===== config.mk =====
export PLATFORM = sky130hd
export DESIGN_NAME = status_register_unit
export DESIGN_NICKNAME = d
export VERILOG_FILES = /design/src/rtl/status_register_unit.sv
export SDC_FILE = /design/constraint.sdc
export NUM_CORES = 1
export LEC_CHECK = 0
export ABC_CLOCK_PERIOD_IN_PS = 1700
export BUFFER_PORTS_ARGS = -buffer_cell sky130_fd_sc_hd__clkbuf_2
export CAP_MARGIN = 20
export CORE_UTILIZATION = 40
export CTS_CLUSTER_DIAMETER = 150
export CTS_CLUSTER_SIZE = 25
export DETAILED_ROUTE_END_ITERATION = 7
export PLACE_DENSITY = 0.79
export SLEW_MARGIN = 0
export SYNTH_ARGS = -nofsm -noshare
export SYNTH_HDL_FRONTEND = slang
export SYNTH_SLANG_ARGS = --single-unit

===== constraint.sdc =====
create_clock -name clk -period 1.7 [get_ports clk]
set_input_delay 0.17 -clock clk [delete_from_list [all_inputs] [get_ports clk]]
set_output_delay 0.17 -clock clk [all_outputs]
set_load 0.01 [all_outputs]

===== src/rtl/status_register_unit.sv =====
// -----------------------------------------------------------------------------
// status_register_unit
//
// Captures an adder result and its status flags into a single-entry
// valid/ready holding register. It evaluates a selectable condition code on
// the held flags and keeps a sticky overflow bit plus saturating
// overflow/carry event counters.
//
// Ports
//   clk, rst        : clock; synchronous active-high reset
//   in_valid        : a result and flags are offered this cycle
//   in_ready        : the offered result is taken (!out_valid || out_ready)
//   z_in            : adder sum, WIDTH bits
//   sign_in, zero_in, overflow_in, carry_in, parity_in : adder flags
//   out_valid       : the held entry is valid
//   out_ready       : downstream consumes the held entry
//   result_out      : held sum
//   flags_out       : held flags {sign,zero,overflow,carry,parity}
//   cond_sel        : condition code select (0 always, 1 z, 2 !z, 3 s,
//                     4 !s, 5 ovf, 6 carry, 7 parity)
//   cond_true       : selected condition on the held flags
//   sticky_ovf      : an overflow was accepted since the last clear
//   clr             : clears sticky_ovf and both counters
//   ovf_count       : saturating count of accepted overflows
//   carry_count     : saturating count of accepted carries
// -----------------------------------------------------------------------------
module status_register_unit #(
    parameter int WIDTH = 16,
    parameter int CNT_W = 8
) (
    input  logic             clk,
    input  logic             rst,
    input  logic             in_valid,
    output logic             in_ready,
    input  logic [WIDTH-1:0] z_in,
    input  logic             sign_in,
    input  logic             zero_in,
    input  logic             overflow_in,
    input  logic             carry_in,
    input  logic             parity_in,
    output logic             out_valid,
    input  logic             out_ready,
    output logic [WIDTH-1:0] result_out,
    output logic [4:0]       flags_out,
    input  logic [2:0]       cond_sel,
    output logic             cond_true,
    output logic             sticky_ovf,
    input  logic             clr,
    output logic [CNT_W-1:0] ovf_count,
    output logic [CNT_W-1:0] carry_count
);

    // Bit positions inside the packed flag vector
    localparam int FLG_SIGN   = 4;
    localparam int FLG_ZERO   = 3;
    localparam int FLG_OVF    = 2;
    localparam int FLG_CARRY  = 1;
    localparam int FLG_PARITY = 0;

    typedef enum logic {
        ST_EMPTY = 1'b0,
        ST_FULL  = 1'b1
    } state_t;

    state_t            state_q, state_d;
    logic [WIDTH-1:0]  result_q, result_d;
    logic [4:0]        flags_q, flags_d;
    logic              sticky_q, sticky_d;
    logic [CNT_W-1:0]  ovf_cnt_q, ovf_cnt_d;
    logic [CNT_W-1:0]  carry_cnt_q, carry_cnt_d;
    logic [CNT_W-1:0]  ovf_base, carry_base;
    logic              accept;
    logic              consume;
    logic              cond_raw;

    // Increment that sticks at the all-ones value instead of wrapping.
    function automatic logic [CNT_W-1:0] sat_inc(input logic [CNT_W-1:0] v);
        return (&v) ? v : v + CNT_W'(1);
    endfunction

    assign out_valid = (state_q == ST_FULL);
    assign in_ready  = !out_valid || out_ready;
    assign accept    = in_valid && in_ready;
    assign consume   = out_valid && out_ready;

    // Next state for the holding register. Data only moves on accept, so the
    // held entry stays stable under backpressure.
    always_comb begin
        state_d  = state_q;
        result_d = result_q;
        flags_d  = flags_q;
        if (accept) begin
            state_d  = ST_FULL;
            result_d = z_in;
            flags_d  = {sign_in, zero_in, overflow_in, carry_in, parity_in};
        end else if (consume) begin
            state_d  = ST_EMPTY;
        end
    end

    // Clear is applied first and the accepted event is layered on top, so an
    // event arriving together with clr still counts as one.
    always_comb begin
        ovf_base    = clr ? '0 : ovf_cnt_q;
        carry_base  = clr ? '0 : carry_cnt_q;
        sticky_d    = (clr ? 1'b0 : sticky_q) | (accept & overflow_in);
        ovf_cnt_d   = (accept && overflow_in) ? sat_inc(ovf_base) : ovf_base;
        carry_cnt_d = (accept && carry_in) ? sat_inc(carry_base) : carry_base;
    end

    always_comb begin
        cond_raw = 1'b1;
        case (cond_sel)
            3'd0:    cond_raw = 1'b1;
            3'd1:    cond_raw = flags_q[FLG_ZERO];
            3'd2:    cond_raw = !flags_q[FLG_ZERO];
            3'd3:    cond_raw = flags_q[FLG_SIGN];
            3'd4:    cond_raw = !flags_q[FLG_SIGN];
            3'd5:    cond_raw = flags_q[FLG_OVF];
            3'd6:    cond_raw = flags_q[FLG_CARRY];
            default: cond_raw = flags_q[FLG_PARITY];
        endcase
    end

    // An empty register has no meaningful flags; only "always" may be true.
    assign cond_true = (cond_sel == 3'd0) ? 1'b1 : (out_valid & cond_raw);

    always_ff @(posedge clk) begin
        if (rst) begin
            state_q     <= ST_EMPTY;
            result_q    <= '0;
            flags_q     <= '0;
            sticky_q    <= 1'b0;
            ovf_cnt_q   <= '0;
            carry_cnt_q <= '0;
        end else begin
            state_q     <= state_d;
            result_q    <= result_d;
            flags_q     <= flags_d;
            sticky_q    <= sticky_d;
            ovf_cnt_q   <= ovf_cnt_d;
            carry_cnt_q <= carry_cnt_d;
        end
    end

    assign result_out  = result_q;
    assign flags_out   = flags_q;
    assign sticky_ovf  = sticky_q;
    assign ovf_count   = ovf_cnt_q;
    assign carry_count = carry_cnt_q;

endmodule


Word level (Yosys, flattened, before mapping)
Index checks and enable logic that the tools add are counted.
{ "classes": {"bitwise": 3, "n_mux": 11, "order_cmp": 0, "n_div": 0, "eq_ne": 6, "n_reduce_logical": 12, "n_shift": 0, "mul": 0, "add_sub_neg": 2} }
{ "op_table": {"columns": ["operator", "count"], "rows": [
  ["8-bit 2-to-1 mux", 6],
  ["8-bit by 1-bit adder with 8-bit output, second input constant", 2],
  ["8-bit AND reduction", 2],
  ["3-bit == test, second input constant", 3],
  ["1-bit one-hot mux with 7 select lines", 1],
  ["3-bit by 2-bit == test with 1-bit output, second input constant", 2],
  ["1-bit logical AND", 4],
  ["1-bit 2-to-1 mux", 4],
  ["3-bit by 1-bit == test with 1-bit output, second input constant", 1],
  ["1-bit logical NOT", 3],
  ["3-bit logical NOT", 1],
  ["1-bit AND", 2],
  ["2-bit nonzero test", 1],
  ["1-bit logical OR", 1],
  ["1-bit OR", 1]
]} }
{ "totals": {"output_inout_bits": 41, "ramBits": 0, "latch_bits": 0, "register_bits": 39, "romBits": 0, "mem_count": 0, "input_bits": 29} }

Longest topological paths before layout
{ "depth": {"ltp_word": 5, "depth_mapped": 8, "ltp_nobuf": 6} }

Least setup slack after synthesis
No wires, ideal clock.
{ "synth_timing": {"path_kind": "reg2reg", "startpoint": "reg ovf_cnt_q[0], in the netlist ovf_count[0]", "endpoint": "reg ovf_cnt_q[2], in the netlist ovf_count[2]", "path_buffers": 0, "arrival_ns": 1.694, "stages_incl_launch_ff": 7, "setup_ns": 0.070, "setup_slack_ns": -0.065, "required_time_ns": 1.630, "cell_sequence": "dfxtp_1 > nor2b_1 > ha_1 > nand4_1 > or3_1 > a31o_2 > a21oi_1"} }
{ "synth_via": {"elab_chain_cells": 4, "elab_cells_between_ends": 5, "classes_between": "add/sub: 1; mux: 3; reduce/logical: 1"} }
{ "synth_lines": {"columns": ["element", "line", "text"], "rows": [
  ["from (decl)", "69", "logic [CNT_W-1:0] ovf_cnt_q, ovf_cnt_d;"],
  ["from (signal assigned)", "141", "ovf_cnt_q <= ovf_cnt_d;"],
  ["8-bit 2-to-1 mux *", "104", "ovf_base = clr ? '0 : ovf_cnt_q;"],
  ["8-bit by 1-bit adder with 8-bit output or 8-bit AND reduction (tied branches)", "78", "return (&v) ? v : v + CNT_W'(1);"],
  ["8-bit 2-to-1 mux *", "78", null],
  ["8-bit 2-to-1 mux *", "107", "ovf_cnt_d = (accept && overflow_in) ? sat_inc(ovf_base) : ovf_base;"]
]} }
Every way passes the cells marked *; elsewhere a longest branch is shown, timed or not.
A chain may end at the register's enable or synchronous reset.

Worst setup path after layout
Same ends and word-level chain as after synthesis.

==> impl_metrics.csv <==
group,metric,value,unit
floorplan,die_h,69.4,um
finish,fin_cells,360,
worst_setup_path,required,1.89,ns
yosys,syn_nets,254,
timing,setup_ws,-0.0176,ns
worst_setup_path,crit_arrival,1.90,ns
status,failed_checks,"negative setup slack",
clock_tree,clkSinkCount,39,
yosys,synth-edff-count,0,
worst_setup_path,startpoint_type,"flip-flop",
drt,ant_nets,0,
worst_setup_path,cpMostUsedCell,"nand4_1",
drt,vias,1900,
worst_setup_path,critPathKind,"reg2reg",
floorplan,die_area,4810,um^2
yosys,yosysSeqAreaShare,0.430,
yosys,synthFlopType,"dfxtp_1",
pwr,p_leak,1.06,nW
floorplan,pin_count,70,
worst_setup_path,crit_chain,"nor2b_4 > ha_4 > nand4_1 > or3_4 > buf_6 > nand4_1 > a21oi_2",
yosys,synth_cell_type_count,45,
yosys,yosys-top-cells-area,"dfxtp_1, nand2_1, a21oi_1",
timing,drv_slew,0,
clock_tree,htreeDepth,2,
yosys,ys_warn_count,0,
floorplan,coreArea,4350,um^2
yosys,synth-seq-cells,39,
clock_tree,cts_hold_buf,0,
floorplan,die_w,69.4,um
grt,grt_max_degree,22,
drt,viasPerCell,5.28,
timing,timing.hold.ws,0.0844,ns
place,gp_congestion,0.849,
pwr,ir_drop,0.000498,V
grt,grt_pass1_vias,1603,
drt,drt_first_iter_violations,91,
clock_tree,root_buffer,"clkbuf_8",
clock_tree,clk_latency,0.29,ns
status,status,"complete, but fails checks",
place,hpwl,3270,um
run,maxCapViolCount,0,
finish,seqCellArea,786,um^2
place,io_buffers,69,
finish,synthToLayoutAreaGrowth,40.2,%
timing,finalHoldViolCount,0,
worst_setup_path,worst_setup_path_end_kind,"flip-flop",
floorplan,rows,24,
place,dp.cells,345,
pwr,p_total,0.00202,W
drt,wl,4730,um
finish,multi_input_area,1050,um^2
timing,max_slew.worst_pin.slew,0.403,ns
finish,num-fill-cells,392,
yosys,syn_area,1820,um^2
drt,first_pass_iters,4,
timing,fin_crit,1.72,ns
finish,n_antenna_cell,0,
clock_tree,cts_tree,"yes",
worst_setup_path,cp_slowest_stage_delay,0.46,ns
clock_tree,clk_pin_slew,0.09,ns
clock_tree,cts_buffers,5,
finish,utilization,0.584,
timing,finalSetupViolations,1,
yosys,async_flop_share,0,
clock_tree,cts_buffer_depth,2,
worst_setup_path,cp_slowest_cell,"or3_4",
yosys,synth.top_cell.area_share,0.430,
pwr,powerDensity,792,nW/um^2
drt,routedWlPerCell,13.1,um
timing,clock_skew,0.0118,ns
floorplan,start_util,0.417,
timing,fin_crit_sh,1.01,
min_path,hp-class,"in2reg",
yosys,synth_area_per_cell,8.14,um^2
timing,max_freq,582,MHz
grt,antenna_found_initial,0,
timing,relSlewSlack,0.729,
drt,drc,0,
finish,drive_gt1_frac,0.409,
grt,grt_pass1_wl,7450,um
grt,grt.total_usage,0.191,
worst_setup_path,path_max_fanout,4,
finish,nets,338,
yosys,syn-instance-count,223,
yosys,yosys.area.top_type,"dfxtp_1",
timing,rsz0062_at_grt,"yes",
grt,grt-ovfl-total,0,
[final cells by class]
cell class,instances,area share
Timing Repair Buffer,89,0.196
Multi-Input combinational cell,169,0.414
Sequential cell,39,0.309
Clock buffer,5,0.0270
Inverter,3,0.00934
Clock inverter,3,0.0187
Tap cell,52,0.0256
[metal layers]
layer  routed length [um]  global-route usage  vias to the layer above
met3                  216              0.0509                        4
met5                    0                   0                        -
met4                   40              0.0522                        0
met1                 2110               0.255                      884
met2                 2350               0.304                       57
li1                     -                   -                      955
[power by group]
| group | switching (W) | internal [W] |
|---|---|---|
| combinational | 0.000140 | 0.000108 |
| sequential | 0.0000202 | 0.000948 |
| clock | 0.000355 | 0.000445 |
[synth_stat cells, types with 2 or more instances]
cell type,n
a211oi_1,4
a21oi_1,34
a31oi_1,2
and2_1,2
buf_2,6
buf_6,2
clkbuf_1,4
dfxtp_1,39
ha_1,2
inv_1,2
nand2_1,50
nand2b_1,4
nand3_1,5
nand4_1,4
nand4b_1,2
nor2_1,10
nor2b_1,8
nor3_1,6
nor4_1,3
o21ai_0,7
or3_1,2
xnor2_1,2
[metrics by stage]
| step | TNS [ns] | instance area, um^2 | setup WS (ns) |
|---|---|---|---|
| after global placement | 0 | 2260 | 0.0315 |
| after CTS | -0.000234 | 2390 | -0.000234 |
| after detailed placement | -0.157 | 2260 | -0.0632 |
| final | -0.0176 | 2540 | -0.0176 |
| after global routing | -0.224 | 2540 | -0.0943 |
| after floorplan | 0 | 1820 | 0.00419 |
[repair_timing]
item / 4_1_cts / 5_1_grt
gates resized for setup: 1 / 25
buffers inserted: 2 / 6
pin swaps: 1 / 8
setup endpoints to repair: 4 / 13
[kinds of logic (layout without fill, tap and decap cells)]
group / count (synthesis) / after routing / share of synthesized area
and+or+nand+nor: 108 / 108 / 0.305
AOI/OAI and AO/OA: 56 / 56 / 0.179
DFF: 39 / 39 / 0.430
buffers and inverters: 15 / 100 / 0.0503
adders and majority gates: 2 / 2 / 0.0138
xor gates and xnor gates: 2 / 2 / 0.00965
muxes: 1 / 1 / 0.0124
[worst max-delay path, delay by kind of cell (launching register included)]
kind | cells | cell delay (ns)
and+or+nand+nor | 4 | 0.92
DFF | 1 | 0.35
AOI/OAI and AO/OA | 1 | 0.06
adders and majority gates | 1 | 0.15
buffers and inverters | 1 | 0.14
[layout by cell type (no fill, tap or decap), types with 2 or more instances in the layout]
cell type	instances
clkbuf_2	69
nand2_1	50
dfxtp_1	35
a21oi_1	31
buf_4	19
nor2_1	10
o21ai_0	7
nor2b_4	5
nor3_1	5
clkbuf_8	5
nand3_1	4
nand2b_1	4
nand4_1	4
nor2b_1	4
dfxtp_2	4
nor4_1	3
a21oi_2	3
a211oi_1	3
inv_1	2
a31oi_1	2
xnor2_1	2
and2_1	2
and3_4	2
nand4b_1	2
ha_4	2
[sequential cells by signal, indices dropped and copies added, names as in the netlist]
register and flops:
ovf_count 8, carry_count 8, sticky_ovf 1, result_out 16, flags_out 5, out_valid 1
[worst paths after layout]
kind	from	end	slack (ns)	cells past startpoint
worst max-delay path	ovf_count[0]	ovf_count[2]	-0.02	7
worst min-delay path	z_in[14]	result_out[14]	0.08	3
worst max register to register	ovf_count[0]	ovf_count[2]	-0.02	7
worst min register to register	result_out[13]	result_out[13]	0.46	2
Note: power is estimated with default switching activity, not from simulation.
